File: src/rtl/btn_conditioner_if.sv
// Bundle of the conditioner's tick/input strobes and per-channel outputs.
// master = the side driving tick and the raw buttons, slave = the conditioner.
interface btn_conditioner_if #(
  parameter int N_CH = 4
);
  logic              tick;
  logic [N_CH-1:0]   noisy_in;
  logic [N_CH-1:0]   level;
  logic [N_CH-1:0]   press;
  // 'release' is a reserved word in SystemVerilog, so the release pulse is 'rel'
  logic [N_CH-1:0]   rel;
  logic [N_CH-1:0]   rpt;
  logic              any_level;
  logic [2*N_CH-1:0] dbg_state;

  modport master (
    output tick, noisy_in,
    input  level, press, rel, rpt, any_level, dbg_state
  );

  modport slave (
    input  tick, noisy_in,
    output level, press, rel, rpt, any_level, dbg_state
  );
endinterface

File: src/rtl/btn_conditioner.sv
// Multi-channel push-button conditioner: synchroniser, tick-gated debounce,
// press/release pulses and an optional hold-to-auto-repeat generator per channel.
module btn_conditioner #(
  parameter int N_CH         = 4,
  parameter int SYNC_STAGES  = 2,
  parameter int STABLE_CNT   = 4,
  parameter int REPEAT_EN    = 1,
  parameter int REPEAT_DELAY = 64,
  parameter int REPEAT_RATE  = 16
) (
  input logic               clk,
  input logic               rst,
  btn_conditioner_if.slave  bus
);

  typedef enum logic [1:0] {
    RS_IDLE   = 2'd0,
    RS_DELAY  = 2'd1,
    RS_REPEAT = 2'd2
  } rpt_state_t;

  localparam int CW   = $clog2(STABLE_CNT);
  localparam int RMAX = (REPEAT_DELAY > REPEAT_RATE) ? REPEAT_DELAY : REPEAT_RATE;
  localparam int HW   = $clog2(RMAX);

  logic [N_CH-1:0]   level_v;
  logic [N_CH-1:0]   press_v;
  logic [N_CH-1:0]   rel_v;
  logic [N_CH-1:0]   rpt_v;
  logic [2*N_CH-1:0] dbg_v;

  for (genvar g = 0; g < N_CH; g++) begin : g_ch
    logic [SYNC_STAGES-1:0] sync_q;
    logic                   s;
    logic [CW-1:0]          cnt_q;
    logic [CW-1:0]          cnt_d;
    logic                   lvl_q;
    logic                   lvl_d;
    logic                   press_r;
    logic                   rel_r;
    logic                   rise;
    logic                   fall;

    assign s = sync_q[SYNC_STAGES-1];

    // Any sample agreeing with the current level restarts the stability count.
    always_comb begin
      lvl_d = lvl_q;
      cnt_d = cnt_q;
      if (s == lvl_q) begin
        cnt_d = '0;
      end else if (bus.tick) begin
        if (cnt_q == CW'(STABLE_CNT - 1)) begin
          lvl_d = s;
          cnt_d = '0;
        end else begin
          cnt_d = cnt_q + CW'(1);
        end
      end
    end

    assign rise = lvl_d & ~lvl_q;
    assign fall = ~lvl_d & lvl_q;

    always_ff @(posedge clk or negedge rst) begin
      if (!rst) begin
        sync_q  <= '0;
        cnt_q   <= '0;
        lvl_q   <= 1'b0;
        press_r <= 1'b0;
        rel_r   <= 1'b0;
      end else begin
        sync_q  <= {sync_q[SYNC_STAGES-2:0], bus.noisy_in[g]};
        cnt_q   <= cnt_d;
        lvl_q   <= lvl_d;
        press_r <= rise;
        rel_r   <= fall;
      end
    end

    assign level_v[g] = lvl_q;
    assign press_v[g] = press_r;
    assign rel_v[g]   = rel_r;

    if (REPEAT_EN != 0) begin : g_rpt
      rpt_state_t    st_q;
      rpt_state_t    st_d;
      logic [HW-1:0] hcnt_q;
      logic [HW-1:0] hcnt_d;
      logic          rpt_r;
      logic          rpt_d;

      always_ff @(posedge clk or negedge rst) begin
        if (!rst) begin
          st_q   <= RS_IDLE;
          hcnt_q <= '0;
          rpt_r  <= 1'b0;
        end else begin
          st_q   <= st_d;
          hcnt_q <= hcnt_d;
          rpt_r  <= rpt_d;
        end
      end

      // A falling level overrides everything, including a coinciding terminal count.
      always_comb begin
        st_d   = st_q;
        hcnt_d = hcnt_q;
        rpt_d  = 1'b0;
        if (fall) begin
          st_d   = RS_IDLE;
          hcnt_d = '0;
        end else begin
          case (st_q)
            RS_IDLE: begin
              if (rise) begin
                st_d   = RS_DELAY;
                hcnt_d = '0;
              end
            end
            RS_DELAY: begin
              if (bus.tick) begin
                if (hcnt_q == HW'(REPEAT_DELAY - 1)) begin
                  rpt_d  = 1'b1;
                  hcnt_d = '0;
                  st_d   = RS_REPEAT;
                end else begin
                  hcnt_d = hcnt_q + HW'(1);
                end
              end
            end
            RS_REPEAT: begin
              if (bus.tick) begin
                if (hcnt_q == HW'(REPEAT_RATE - 1)) begin
                  rpt_d  = 1'b1;
                  hcnt_d = '0;
                end else begin
                  hcnt_d = hcnt_q + HW'(1);
                end
              end
            end
            default: begin
              st_d   = RS_IDLE;
              hcnt_d = '0;
            end
          endcase
        end
      end

      assign rpt_v[g]       = rpt_r;
      assign dbg_v[2*g +: 2] = st_q;
    end else begin : g_no_rpt
      assign rpt_v[g]       = 1'b0;
      assign dbg_v[2*g +: 2] = RS_IDLE;
    end
  end

  assign bus.level     = level_v;
  assign bus.press     = press_v;
  assign bus.rel       = rel_v;
  assign bus.rpt       = rpt_v;
  assign bus.dbg_state = dbg_v;
  assign bus.any_level = |level_v;

endmodule

File: src/flat_wrapper.sv
// flat-port wrapper written by rule: the top's interface ports become plain ports
module btn_conditioner_flat 
#(
  parameter int N_CH         = 4,
  parameter int SYNC_STAGES  = 2,
  parameter int STABLE_CNT   = 4,
  parameter int REPEAT_EN    = 1,
  parameter int REPEAT_DELAY = 64,
  parameter int REPEAT_RATE  = 16
)
  (clk, rst, bus_tick, bus_noisy_in, bus_level, bus_press, bus_rel, bus_rpt, bus_any_level, bus_dbg_state);
  btn_conditioner_if #(.N_CH(N_CH)) bus_i ();
  input logic clk;
  input logic rst;
  input wire logic [$bits(bus_i.tick)-1:0] bus_tick;
  input wire logic [$bits(bus_i.noisy_in)-1:0] bus_noisy_in;
  output wire logic [$bits(bus_i.level)-1:0] bus_level;
  output wire logic [$bits(bus_i.press)-1:0] bus_press;
  output wire logic [$bits(bus_i.rel)-1:0] bus_rel;
  output wire logic [$bits(bus_i.rpt)-1:0] bus_rpt;
  output wire logic [$bits(bus_i.any_level)-1:0] bus_any_level;
  output wire logic [$bits(bus_i.dbg_state)-1:0] bus_dbg_state;
  assign bus_i.tick = bus_tick;
  assign bus_i.noisy_in = bus_noisy_in;
  assign bus_level = bus_i.level;
  assign bus_press = bus_i.press;
  assign bus_rel = bus_i.rel;
  assign bus_rpt = bus_i.rpt;
  assign bus_any_level = bus_i.any_level;
  assign bus_dbg_state = bus_i.dbg_state;
  btn_conditioner #(.N_CH(N_CH), .SYNC_STAGES(SYNC_STAGES), .STABLE_CNT(STABLE_CNT), .REPEAT_EN(REPEAT_EN), .REPEAT_DELAY(REPEAT_DELAY), .REPEAT_RATE(REPEAT_RATE)) u_core (.clk(clk), .rst(rst), .bus(bus_i));
endmodule
File: config.mk
export PLATFORM = sky130hd
export DESIGN_NAME = btn_conditioner_flat
export DESIGN_NICKNAME = d
export VERILOG_FILES = /design/src/rtl/btn_conditioner_if.sv /design/src/rtl/btn_conditioner.sv /design/src/flat_wrapper.sv
export SDC_FILE = /design/constraint.sdc
export NUM_CORES = 1
export LEC_CHECK = 0
export CAP_MARGIN = 20
export CORE_AREA = 3 3 96 98
export CTS_BUF_LIST = sky130_fd_sc_hd__clkbuf_8
export DETAILED_ROUTE_END_ITERATION = 7
export DIE_AREA = 0 0 99 101
export GPL_ROUTABILITY_DRIVEN = 0
export SYNTH_ARGS = -nofsm -noshare
export SYNTH_HDL_FRONTEND = slang
export SYNTH_SLANG_ARGS = --single-unit
export TNS_END_PERCENT = 30
File: constraint.sdc
create_clock -name clk -period 2.4 [get_ports clk]
set_clock_uncertainty 0.1 [all_clocks]
set_input_delay 0.48 -clock clk [delete_from_list [all_inputs] [get_ports clk]]
set_output_delay 0.48 -clock clk [all_outputs]
set_load 0.01 [all_outputs]
==> results summary, run 1 <==
Synthesis produced a netlist with a net count of 413. In this run, the number of DRC markers left after iteration 0 of detailed routing was 100. The H-tree was split into 3 levels. Traced cell by cell, the critical path runs through ha_1 -> nand2_1 -> mux2i_1 -> ha_1 -> and2_1 -> a2111oi_0 -> o211ai_1 -> o211ai_1.

The reported leakage power came out at 2.00 nW. The post-synthesis register bit count is 64. The final count of hold timing violations is 0. The number of different library cells used by synthesis comes to 61. The number of antenna violations at the first check in global routing is 0.

The total via count after detailed routing is 2908. The destination of the worst register-to-register timing path is u_core.g_ch[2].g_rpt.hcnt_q[5]. STA classifies the critical path endpoint as a register.

The chip height is 101 um. The total setup violations reported at the end of the flow came out at 0. Counting instances in the post-synthesis netlist gives the leading cell types as sky130_fd_sc_hd__dfrtp_1, sky130_fd_sc_hd__nand2_1, sky130_fd_sc_hd__ha_1.

The clock net in this run drives a total of 64 sinks. Summing every instance area after synthesis gives roughly 3700 um^2. The final setup slack of the worst path is 283 ps.

The sort of element at the start of the critical path is a register. The remaining design rule violation count came out at 0. The number of non-filler instances in the completed layout is 532. The areal power density over the cells came out at between 1000 and 1500 nW/um^2. From synthesis to final layout, the design area changed by 17.2%.

The site row count came out at 34. The headroom to the max-slew limit is 64.3%. The share of final-layout standard cells stronger than drive strength 1 came out at 12.7%.

The length of the first detailed-routing pass in iterations is 4. The minimum period implied by the final worst setup slack came out at ~2100 ps. The count of hold-fix buffers inserted at cts is 0. Counting cells, the worst reg-to-reg path comes to 8. Of the post-synthesis cell area, the dominant cell type holds a little over two fifths. The post-placement cell count came out at 518. The number of slew-limit violations in the final report is 0. The HPWL after detailed placement is approximately 5.4 mm. In this design, the largest share of critical-path delay is due to compound AO/OA/AOI/OAI gates. The critical path is of the register to register type. The number of diodes came out at 0. Dividing the final minimum period by the clock period gives 88.2%. The initial standard-cell utilization of the core is 43.6%. The wire length of the first global-routing pass is 13.0 mm. The worst register-to-register path has a setup slack of 280 ps. The critical path data arrival time is 2270 ps.

In this run the tool buffered the top-level ports with 31 buffer cells. Entering global routing, the biggest net connects 65 pins. The floorplan die area came out at 10000 um^2. Along the worst path, the maximum fanout reaches 3. The share of flip-flops with an asynchronous set or reset after synthesis came out at 100%.

The average wire per cell in the routed design came out at 13.8 um. Of all cell types, the one taking the most synthesized area is sky130_fd_sc_hd__dfrtp_1. In this run the worst hold path is classified as primary input to async pin. The share of the Yosys chip area taken by registers is 43.0%. The later pin in the worst-skew pair is clocked with a latency of around 340 ps. The final net count came out at around 450.

Counting both buffers and inverters, the worst setup path holds a total of 0. The tree is rooted in a sky130_fd_sc_hd__clkbuf_8. The critical path required time came out at 2550 ps. For this run, the number of Yosys warnings is 0. Among all flip-flop cells after synthesis, the most frequent one is sky130_fd_sc_hd__dfrtp_1. The number of vias per cell came out at 5.47.

The clock edge transition at the registers on the reported setup and hold paths came out at ~70 ps. The horizontal extent of the die is 99 um. The number of enable-type register cells in the synthesized netlist is 0. At the pin with the least slew margin, the transition time is 531 ps. The maximum vdd drop is 0.756 mV.

The delay contributed by the slowest stage of the critical path is approximately 400 ps. Dividing the synthesized area by the synthesized cell count gives roughly 9.8 um^2. The total global routing overflow came out at 0. Counting every instance in the synthesized netlist gives around 380.

For this block, the routed nets add up to 7.35 mm of wire. The number of global-route vias before repair came out at 2852. The clock tree from TritonCTS is done. The I/O pin total came out at 32.

The final antenna-violating net count is 0. The region available for standard cell placement spans about 8600 um^2. The cell with the most instances after synthesis is sky130_fd_sc_hd__dfrtp_1. By area the synthesized netlist is led by sky130_fd_sc_hd__dfrtp_1, sky130_fd_sc_hd__ha_1, sky130_fd_sc_hd__nand2_1. The worst register-to-register path begins at u_core.g_ch[2].cnt_q[0]. The slowest stage of the critical path belongs to the cell sky130_fd_sc_hd__dfrtp_1. The count of maximum capacitance violations came out at 0.

The maximum buffer depth of the clock tree came out at 2. The overall track demand over capacity in global routing came out at 16.0%. At the placement stage, the worst setup path has a slack of -25.2 ps. Clock tree synthesis inserted a total of 9 buffers. The run finished with clean final reports. The top achievable clock speed came out at 472 MHz. Setup repair after global routing left no endpoint under its margin.
## worst max path at each step
stage | cells past startpoint | endpoint | start | slack (ps)
after global placement | 8 | u_core.g_ch[2].g_rpt.hcnt_q[5] | bus_tick | 6
after CTS | 2 | bus_any_level | u_core.g_ch[3].lvl_q | 9
after detailed placement | 9 | u_core.g_ch[2].g_rpt.hcnt_q[1] | bus_tick | -30
after floorplan | 9 | u_core.g_ch[2].g_rpt.hcnt_q[4] | bus_tick | 130
after global routing | 8 | u_core.g_ch[2].g_rpt.hcnt_q[5] | u_core.g_ch[2].cnt_q[0] | 50
final | 8 | u_core.g_ch[2].g_rpt.hcnt_q[5] | u_core.g_ch[2].cnt_q[0] | 280
## repair_timing
item / CTS / global route
pin swaps: 0 / 0
setup endpoints to repair: 1 / 1
resized for setup: 1 / 1
buffers inserted: 0 / 0
## worst register-to-register path, stage by stage (launching register included)
cell and delay (ps):
sky130_fd_sc_hd__dfrtp_1 390, sky130_fd_sc_hd__ha_1 230, sky130_fd_sc_hd__nand2_1 90, sky130_fd_sc_hd__mux2i_1 250, sky130_fd_sc_hd__ha_1 280, sky130_fd_sc_hd__and2_1 160
sky130_fd_sc_hd__a2111oi_0 290, sky130_fd_sc_hd__o211ai_1 150, sky130_fd_sc_hd__o211ai_1 110
## registers in the layout, indices dropped and copies added (netlist names)
register,cells
u_core.g_ch.g_rpt.rpt_r,4
u_core.g_ch.cnt_q,8
u_core.g_ch.sync_q,8
u_core.g_ch.rel_r,4
u_core.g_ch.press_r,4
u_core.g_ch.lvl_q,4
u_core.g_ch.g_rpt.st_q,8
u_core.g_ch.g_rpt.hcnt_q,24
## where the power goes
part           switching (mW)  leakage, nW  internal (mW)
Sequential              0.186        0.852           1.30
Combinational            1.25         1.05           1.11
Clock                   0.419       0.0973          0.523
## per-stage QoR
stage               cell area [um^2]  total power [mW]  setup TNS (ps)  util (%)  hold WS [ps]
floorplan                       3730              3.08               0         -          84.4
CTS                             4370              4.83               0      51.1          54.6
global route                    4370              5.18               0      51.1          70.6
finish                          4370              4.78               0      51.1          45.6
global placement                4170              3.83               0      48.8           233
detailed placement              4170              3.87           -79.9      48.8           235
## cells by family (layout without fill, tap and decap cells)
family	count (synthesis)	in the layout	share of synthesized area, %
muxes	12	12	3.32
xor gates and xnor gates	6	6	1.41
buffers and inverters	46	88	6.61
and+or+nand+nor	135	135	19.1
DFF	64	64	43.0
adders and majority gates	24	24	8.05
AOI/OAI and AO/OA	95	95	18.6
## per-layer routing
layer,vias up,global-route usage [%],wire (um)
li1,1457,-,-
met2,54,24.9,3330
met3,8,3.39,302
met5,-,0,0
met1,1389,21.7,3590
met4,0,6.93,121
## cell usage in the layout, fill, tap and decap left out, types with 5 or more instances in the layout
cell type and n:
sky130_fd_sc_hd__a2111oi_0 5, sky130_fd_sc_hd__a21oi_1 12, sky130_fd_sc_hd__and2_1 5, sky130_fd_sc_hd__buf_4 19, sky130_fd_sc_hd__clkbuf_8 11, sky130_fd_sc_hd__clkdlybuf4s50_1 29
sky130_fd_sc_hd__dfrtp_1 63, sky130_fd_sc_hd__ha_1 24, sky130_fd_sc_hd__inv_1 22, sky130_fd_sc_hd__mux2i_1 9, sky130_fd_sc_hd__nand2_1 38, sky130_fd_sc_hd__nand2b_1 6
sky130_fd_sc_hd__nand3_1 11, sky130_fd_sc_hd__nor2_1 22, sky130_fd_sc_hd__nor3_1 13, sky130_fd_sc_hd__nor4_1 8, sky130_fd_sc_hd__o21ai_0 23, sky130_fd_sc_hd__o31ai_1 6
## cell type report
type / count / area, um^2
clock buffer: 11 / 151
clock inverter: 3 / 42.5
fill: 789 / 4180
inverter: 23 / 88.8
multi-input combinational: 272 / 1880
sequential: 64 / 1600
tap: 108 / 135
timing repair buffer: 51 / 470
Note: power is estimated with default switching activity, not from simulation.
==> run 2: changes to the inputs <==
--- a/config.mk
+++ b/config.mk
@@ -10,7 +10,6 @@
 export CTS_BUF_LIST = sky130_fd_sc_hd__clkbuf_8
 export DETAILED_ROUTE_END_ITERATION = 7
 export DIE_AREA = 0 0 99 101
-export GPL_ROUTABILITY_DRIVEN = 0
 export SYNTH_ARGS = -nofsm -noshare
 export SYNTH_HDL_FRONTEND = slang
 export SYNTH_SLANG_ARGS = --single-unit
==> results summary, run 2 (synthesis results as in run 1) <==
The flow ran to the end, and the final reports show no timing, DRC or antenna violations. The category of the worst setup path capture point is a register. The standard cell area after detailed placement came out at 4160 um^2. The floorplan step set the die width to 99 um. For this run the aggregate overflow at the end of global routing stands at 0. The number of vias per cell is about 5.5. The number of fillers in the final layout is 788. The routed design could run at a clock period as short as about 2200 ps. The die covers 10000 um^2. The length of the first detailed-routing pass in iterations is 4. The register with the most flip-flops in the layout has 24 of them. The I/O pin total came out at 32.

At the worst endpoint, the required time is 2560 ps. The critical path data arrival time came out at 2370 ps. The number of global-route vias before repair is 2852. Entering global routing, the biggest net connects 65 pins. The violation count after the first detailed-routing iteration came out at 83.

Power spread over the standard cell area amounts to 1080 nW/um^2. The headroom to the max-slew limit came out at 66.0%. After layout, the worst setup slack is a little under 200 ps. The site row count came out at 34. The routed layout has 2906 vias. After the last flow step, the layout net total stands at 450.

The final antenna-violating net count is 0. The worst setup path is launched from a register. The clock insertion delay at the later pin of the skew report came out at approximately 340 ps. The final weighted congestion of routability-driven global placement came out at 0.868. The finished layout cell area came out at 4360 um^2. The maximum buffer depth of the clock tree came out at 2. The post-placement setup slack is -63.9 ps.

After layout, the worst path uses between 90% and 100% of the clock period. The layout overhead on the synthesized area came out at 16.8%. The count of maximum capacitance violations is 0.

The count of input and output buffers is 31. Leaving out filler cells and counting taps, the final layout contains 532. The H-tree generated during clock tree synthesis spans 3 levels. The critical path class is register to register. The number of antenna violations at the first check in global routing is 0. Setup repair after global routing left no endpoint under its margin.

The count of hold-fix buffers inserted at cts is 0. On the final layout, the worst hold slack is about 40 ps. The overall routed net length came out at 7.59 mm. The total power draw came out at between 4 and 5 mW. The reported leakage power is 1.98 nW. The largest fanout on the critical path came out at 3. The initial standard-cell utilization of the core came out at 43.6%. More flip-flops sit in one register than any other, and that register is u_core.g_ch.g_rpt.hcnt_q. After detailed routing, the average wire length per cell comes to around 14 um. The commonest non-fill, non-tap cell in the layout is sky130_fd_sc_hd__dfrtp_1.

Timing would allow up to around 450 MHz. The clock sink count is 64. The clock tree from TritonCTS is done.

The path class of the tightest hold or removal check is primary input to async pin. Across the VDD grid, the largest voltage drop is 0.593 mV. The total setup violations reported at the end of the flow came out at 0. The remaining design rule violation count came out at 0. The wire length of the first global-routing pass is 13.4 mm. The post-placement cell count is 516.

The share of final-layout standard cells stronger than drive strength 1 came out at 12.7%. Leaving out fill and tap cells, the most frequent cells in the layout are sky130_fd_sc_hd__dfrtp_1, sky130_fd_sc_hd__nand2_1, sky130_fd_sc_hd__clkdlybuf4s50_1. The total area inside the core boundary comes to between 8000 and 9000 um^2.

Once detailed placement completed, the half-perimeter wirelength came to 5.40 mm. From bottom edge to top edge, the die measures 101 um. In this run, CTS created clock tree buffers numbering 9.

The transition time at the pin with the least slew margin came out at 506 ps. The final count of hold timing violations is 0. In this run the clock root is driven by a sky130_fd_sc_hd__clkbuf_8. The number of diodes is 0. The overall track demand over capacity in global routing came out at between 10% and 20%. The number of slew-limit violations in the final report came out at 0. The clock edge transition at the registers on the reported setup and hold paths came out at 70 ps.
==> run 2: cell type report <==
type	count	area, um^2	share of cell area [%]
Multi-Input combinational cell	272	1880	43.2
Inverter	23	88.8	2.04
Timing Repair Buffer	49	455	10.5
Tap cell	108	135	3.10
Sequential cell	64	1600	36.8
Clock buffer	12	165	3.79
Clock inverter	4	27.5	0.632
==> run 2: routing by layer <==
layer	vias to the layer above	wire length, um	GRT usage, %
met1	1394	3540	21.4
met4	0	81	4.73
met5	-	0	0
met2	52	3620	26.5
met3	9	349	5.19
li1	1451	-	-
==> run 2: power by group <==
group          total (mW)  leakage [nW]  switching, mW  internal, mW
clock network       0.890        0.0906          0.433         0.457
registers            1.48         0.852          0.182          1.30
logic                2.36          1.04           1.26          1.10
==> run 2: per-stage QoR <==
step	util [%]	setup TNS [ps]
after global routing	50.9	0
after detailed placement	48.6	-307
after global placement	48.6	-26.3
after floorplan	-	0
final	50.9	0
after CTS	50.9	0
==> run 2: critical path: stages, from the launching register on <==
cell and delay [ps]:
sky130_fd_sc_hd__dfrtp_1 400, sky130_fd_sc_hd__ha_1 230, sky130_fd_sc_hd__nand2_1 80, sky130_fd_sc_hd__mux2i_1 270, sky130_fd_sc_hd__ha_1 280, sky130_fd_sc_hd__and2_1 160
sky130_fd_sc_hd__a2111oi_0 340, sky130_fd_sc_hd__o211ai_1 150, sky130_fd_sc_hd__o211ai_1 110
==> run 2: worst paths after layout <==
kind	slack, ps	startpoint	cells past startpoint	to
min in group clk	250	u_core.g_ch[3].sync_q[0]	0	u_core.g_ch[3].sync_q[1]
min	40	rst	2	u_core.g_ch[1].g_rpt.hcnt_q[3]
max reg2reg	190	u_core.g_ch[2].cnt_q[0]	8	u_core.g_ch[2].g_rpt.hcnt_q[5]
max in group asynchronous	1870	rst	2	u_core.g_ch[3].lvl_q
min reg2reg	250	u_core.g_ch[3].sync_q[0]	0	u_core.g_ch[3].sync_q[1]
max	190	u_core.g_ch[2].cnt_q[0]	8	u_core.g_ch[2].g_rpt.hcnt_q[5]
==> run 2: timing repair <==
item | in CTS | in global routing
setup buffers | 0 | 0
endpoints found under the setup margin | 1 | 1
gates resized for setup | 1 | 1
==> RTL change 1: new RTL, settings of run 1 <==
Register the output `bus.any_level`, without a reset; this adds one clock of latency there.
--- a/src/rtl/btn_conditioner.sv
+++ b/src/rtl/btn_conditioner.sv
@@ -160,7 +160,9 @@
   assign bus.rel       = rel_v;
   assign bus.rpt       = rpt_v;
   assign bus.dbg_state = dbg_v;
-  assign bus.any_level = |level_v;
+  always_ff @(posedge clk) begin
+    bus.any_level <= |level_v;
+  end
 
 endmodule
 
Formal check against the unedited RTL: not equivalent (Yosys sat finds a counterexample within 10 cycles, from zero or initial values and one cycle with rst low).
==> RTL change 1 against run 1 <==
- the flow now finishes with violations (negative hold slack)
- hold slack lost 0.060 ns
- count of clock-buffer cells in the layout unchanged
- critical path depth fell by 2
- worst setup slack gained 0.031 ns
- total power is 1.7% lower
- global-route usage shrank 0.65 points
- sequential cell count up 1
- final cell count down 3.0%
- die area unchanged
- non-clock buffer count shrank 2
- sequential share of layout area up 0.83 points
- wire length down 1.9%
- synthesized area is 1.6% lower
- design area decreased by 1.1%
==> RTL change 1: results (changes against run 1) <==
<table>
<tr><th>Metric</th><th>Value</th></tr>
<tr><th colspan="2">Run status</th></tr>
<tr><td>Failing checks</td><td>negative hold slack</td></tr>
<tr><td>Run status</td><td>finished, violations left (was finished clean)</td></tr>
<tr><th colspan="2">Yosys</th></tr>
<tr><td>Mean Syn Cell Area</td><td>9.97 um2 (was 9.76 um2)</td></tr>
<tr><td>Leading cell types by total area after synthesis</td><td>dfrtp_1 44%, ha_1 6.8%, buf_4 3.5% (was dfrtp_1 43%, ha_1 8.1%, nand2_1 3.8%)</td></tr>
<tr><td>Sequential share of the synthesized area</td><td>44.2% (was 43.0%)</td></tr>
<tr><th colspan="2">Route</th></tr>
<tr><td>Count of vias placed by the detailed router</td><td>2828 (was 2908)</td></tr>
<tr><td>Iteration-0 DRC count of the detailed router</td><td>75 (was 100)</td></tr>
<tr><th colspan="2">Placement</th></tr>
<tr><td>DP HPWL</td><td>5.05 mm (was 5.36 mm)</td></tr>
<tr><th colspan="2">Setup path</th></tr>
<tr><td>FF-to-FF path depth</td><td>6 (was 8)</td></tr>
<tr><td>Reg-to-Reg Start</td><td>u_core.g_ch[0].g_rpt.st_q[0]$_DFFE_PN0P_ (was u_core.g_ch[2].cnt_q[0]$_DFFE_PN0P_)</td></tr>
<tr><td>Arrival time of the worst setup path</td><td>2.24 ns (was 2.27 ns)</td></tr>
<tr><th colspan="2">STA</th></tr>
<tr><td>Maximum clock rate</td><td>0.479 GHz (was 0.472 GHz)</td></tr>
<tr><td>Final number of hold-violating endpoints</td><td>19 (was 0)</td></tr>
<tr><td>Worst Tran Pin Value</td><td>0.520 ns (was 0.531 ns)</td></tr>
<tr><td>Final worst path period need</td><td>2.09 ns (was 2.12 ns)</td></tr>
<tr><td>Worst hold slack across all endpoints</td><td>-0.0143 ns (was 0.0456 ns)</td></tr>
<tr><th colspan="2">Cells and area</th></tr>
<tr><td>Fin cells</td><td>516 (was 532)</td></tr>
<tr><td>Fill cell instance count of the final layout</td><td>785 (was 789)</td></tr>
<tr><th colspan="2">Clock network</th></tr>
<tr><td>Quantity of gates resized following cts</td><td>0 (was 1)</td></tr>
<tr><th colspan="2">Global route</th></tr>
<tr><td>Total Routing Usage GR</td><td>15.4% (was 16.0%)</td></tr>
</table>
-- RTL change 1: cell types whose count changed after synthesis, sizes merged, moves of 3 or more --
cell    before  now
nand2       38   32
ha          24   20
o21ai       25   13
clkbuf       2    6
nand3       11    8
nor3        14    9
-- RTL change 1: layout make-up --
| type | count | area share (%) |
|---|---|---|
| inverter | 23 | 2.00 |
| timing repair buffer | 49 | 10.8 |
| clock inverter | 5 | 1.65 |
| sequential | 65 | 37.5 |
| tap | 108 | 3.12 |
| clock buffer | 11 | 3.50 |
| multi-input combinational | 255 | 41.5 |
-- RTL change 1: worst min path at each step --
stage,endpoint,slack [ns],cells past startpoint
4_1_cts,u_core.g_ch[0].g_rpt.hcnt_q[5]$_DFFE_PN0P_,0.007,1
2_1_floorplan,u_core.g_ch[0].cnt_q[0]$_DFFE_PN0P_,0.08,0
3_3_place_gp,u_core.g_ch[2].sync_q[1]$_DFF_PN0_,0.23,0
3_5_place_dp,u_core.g_ch[2].sync_q[1]$_DFF_PN0_,0.23,0
5_1_grt,u_core.g_ch[0].g_rpt.hcnt_q[5]$_DFFE_PN0P_,0.03,1
6_report,u_core.g_ch[0].g_rpt.hcnt_q[5]$_DFFE_PN0P_,-0.01,1
-- RTL change 1: cells by family (layout without fill, tap and decap cells) --
group / after synthesis / count (layout) / share of synthesized area (%)
buffers and inverters: 48 / 88 / 6.89
muxes: 13 / 13 / 3.72
AOI/OAI and AO/OA: 90 / 90 / 18.5
adders and majority gates: 20 / 20 / 6.82
DFF: 65 / 65 / 44.2
and+or+nand+nor: 126 / 126 / 18.5
xor gates and xnor gates: 6 / 6 / 1.43
-- RTL change 1: critical path: stages, from the launching register on --
cell	delay [ns]
dfrtp_1	0.41
inv_1	0.12
ha_1	0.28
and3b_1	0.26
a2111oi_4	0.45
nand3b_1	0.17
o21ai_0	0.21
-- RTL change 1: metal layers --
metal | global-route usage [%] | wire, um | vias to the layer above
met2 | 22.0 | 3080 | 58
met5 | 0 | 0 | -
met3 | 3.18 | 307 | 10
li1 | - | - | 1416
met1 | 22.5 | 3690 | 1344
met4 | 6.62 | 126 | 0
-- RTL change 1: report_power, final --
part           total [mW]  switching (mW)  internal, mW
sequential           1.53           0.211          1.31
clock                1.06           0.427         0.631
combinational        2.11            1.12         0.992
total                4.70            1.76          2.94
-- RTL change 1: per-stage QoR --
| step | cell area [um2] | worst slack [ns] | hold WS [ns] | util (%) |
|---|---|---|---|---|
| 2_1_floorplan | 3670 | 0.269 | 0.0844 | - |
| 3_3_place_gp | 4100 | 0.0927 | 0.232 | 48.0 |
| 3_5_place_dp | 4100 | 0.0772 | 0.235 | 48.0 |
| 4_1_cts | 4330 | 0.307 | 0.00704 | 50.6 |
| 5_1_grt | 4330 | 0.128 | 0.0277 | 50.6 |
| 6_report | 4330 | 0.314 | -0.0143 | 50.6 |
==> RTL change 2: new RTL, config.mk and constraints of run 1 <==
Without the edit above. `REPEAT_EN` is set to 1 in 2 places; all go to 0.
--- a/src/rtl/btn_conditioner.sv
+++ b/src/rtl/btn_conditioner.sv
@@ -4,7 +4,7 @@
   parameter int N_CH         = 4,
   parameter int SYNC_STAGES  = 2,
   parameter int STABLE_CNT   = 4,
-  parameter int REPEAT_EN    = 1,
+  parameter int REPEAT_EN    = 0,
   parameter int REPEAT_DELAY = 64,
   parameter int REPEAT_RATE  = 16
 ) (
--- a/src/flat_wrapper.sv
+++ b/src/flat_wrapper.sv
@@ -4,7 +4,7 @@
   parameter int N_CH         = 4,
   parameter int SYNC_STAGES  = 2,
   parameter int STABLE_CNT   = 4,
-  parameter int REPEAT_EN    = 1,
+  parameter int REPEAT_EN    = 0,
   parameter int REPEAT_DELAY = 64,
   parameter int REPEAT_RATE  = 16
 )
Check against the original RTL: not equivalent (a bounded check fails within 10 cycles, from zero or initial values and one cycle with rst low).
==> RTL change 2 against run 1 <==
- design area down 65%
- count of clock-buffer cells in the layout down 7
- critical endpoint is now bus_any_level
- synthesized area down 66%
- worst setup slack better by 0.089 ns
- total power down 71%
- synthesized cell count down 74%
- sequential cell count down 36
- via count down 78%
- highest routed layer unchanged
- combinational power down 82%
- wire length down 72%
- hold slack better by 0.21 ns
==> RTL change 2: results (changes against run 1) <==
<table>
<tr><th>Metric</th><th>Value</th></tr>
<tr><th colspan="2">Run status</th></tr>
<tr><td>Run status</td><td>finished clean (unchanged)</td></tr>
<tr><th colspan="2">Clock network</th></tr>
<tr><td>Clock-pin slew on the worst setup and hold paths</td><td>0.10 ns (was 0.07 ns)</td></tr>
<tr><td>Source-to-sink clock delay at the later pin of the worst-skew pair</td><td>0.27 ns (was 0.34 ns)</td></tr>
<tr><th colspan="2">Yosys</th></tr>
<tr><td>Unique cell type count in the Yosys netlist</td><td>17 (was 61)</td></tr>
<tr><td>Adder-cell share of the synthesized area</td><td>3.95% (was 8.05%)</td></tr>
<tr><td>Portion of netlist area occupied by mux cells</td><td>7.31% (was 3.32%)</td></tr>
<tr><td>Fraction of the mapped netlist area in compound gates</td><td>1.58% (was 18.6%)</td></tr>
<tr><th colspan="2">Route</th></tr>
<tr><td>Detailed Routing Iterations Pass 1</td><td>2 (was 4)</td></tr>
<tr><td>Iteration-0 DRC count of the detailed router</td><td>42 (was 100)</td></tr>
<tr><th colspan="2">Setup path</th></tr>
<tr><td>FF-to-FF path depth</td><td>3 (was 8)</td></tr>
<tr><td>Reg2Reg Capture Point</td><td>u_core.g_ch[1].cnt_q[0]$_DFFE_PN0P_ (was u_core.g_ch[2].g_rpt.hcnt_q[5]$_DFFE_PN0P_)</td></tr>
<tr><td>Arrival time of the worst setup path</td><td>1.45 ns (was 2.27 ns)</td></tr>
<tr><th colspan="2">Global route</th></tr>
<tr><td>Largest net degree at the start of global routing</td><td>29 (was 65)</td></tr>
<tr><td>Global-route wire length before repair</td><td>3.41 mm (was 13.0 mm)</td></tr>
<tr><td>Total Routing Usage GR</td><td>4.37% (was 16.0%)</td></tr>
<tr><th colspan="2">Cells and area</th></tr>
<tr><td>Number of nets in the finished design</td><td>122 (was 452)</td></tr>
<tr><td>Fill cell instance count of the final layout</td><td>939 (was 789)</td></tr>
<tr><th colspan="2">Pwr</th></tr>
<tr><td>Switching power of the nets</td><td>0.412 mW (was 1.85 mW)</td></tr>
<tr><th colspan="2">Min path</th></tr>
<tr><td>Tightest Hold Check Type</td><td>flip-flop to flip-flop (was input port to asynchronous set/reset pin)</td></tr>
<tr><th colspan="2">Placement</th></tr>
<tr><td>Post-placement setup slack</td><td>0.334 ns (was -0.0252 ns)</td></tr>
</table>
-- RTL change 2: how the worst max path moves through the flow --
stage                                    from            end  slack [ns]
2_1_floorplan  u_core.g_ch[3].lvl_q$_DFF_PN0_  bus_any_level        0.84
3_3_place_gp   u_core.g_ch[3].lvl_q$_DFF_PN0_  bus_any_level        0.34
3_5_place_dp   u_core.g_ch[3].lvl_q$_DFF_PN0_  bus_any_level        0.33
4_1_cts        u_core.g_ch[3].lvl_q$_DFF_PN0_  bus_any_level        0.02
5_1_grt        u_core.g_ch[3].lvl_q$_DFF_PN0_  bus_any_level        0.30
6_report       u_core.g_ch[3].lvl_q$_DFF_PN0_  bus_any_level        0.37
-- RTL change 2: area by class of cell --
type | count | area (um2) | area share [%]
flip-flops and latches | 28 | 703 | 46.4
clock buffers | 4 | 55.1 | 3.63
multi-input cells | 57 | 415 | 27.4
repair buffers | 21 | 208 | 13.7
well taps | 108 | 135 | 8.91
-- RTL change 2: per-layer routing --
| layer | vias up | part of all wire (%) | GRT usage [%] |
|---|---|---|---|
| li1 | 313 | - | - |
| met1 | 319 | 43 | 5.29 |
| met2 | 19 | 51 | 7.33 |
| met3 | 2 | 5.4 | 1.73 |
| met4 | 0 | 0.43 | 0.945 |
| met5 | - | 0 | 0 |
-- RTL change 2: cell families (layout without fill, tap and decap cells) --
group / count (synthesis) / after routing
XOR/XNOR: 4 / 4
other: 1 / 12
multiplexers: 8 / 8
flip-flops: 28 / 28
adder cells (fa/ha/maj): 4 / 4
AO/OA/AOI/OAI: 4 / 4
buffers and inverters: 25 / 25
AND/OR/NAND/NOR: 25 / 25
-- RTL change 2: per-stage QoR --
step	util, %	instance area, um2	hold WS, ns	cells
after global routing	17.7	1520	0.277	218
after detailed placement	17.0	1460	0.237	214
final	17.7	1520	0.255	218
after CTS	17.7	1510	0.260	218
after global placement	17.0	1460	0.238	214
after floorplan	-	1310	0.0844	110
-- RTL change 2: repair_timing --
action,in CTS,in global routing
hold buffers,0,0
setup endpoints to repair,0,1
gates resized for setup,0,3
hold endpoints to repair,0,0
-- RTL change 2: power groups by stage --
| stage | clock [mW] | sequential [mW] | combinational (mW) |
|---|---|---|---|
| global placement | 0 | 0.666 | 0.426 |
| finish | 0.289 | 0.669 | 0.416 |
| global route | 0.321 | 0.695 | 0.466 |
| floorplan | 0 | 0.653 | 0.319 |
| CTS | 0.304 | 0.668 | 0.434 |
| detailed placement | 0 | 0.678 | 0.431 |
-- RTL change 2: critical path, cell delays in order, from the launching register on --
cell,delay [ns]
dfrtp_2,0.45
or4_1,0.54
dlymetal6s2s_1,0.19
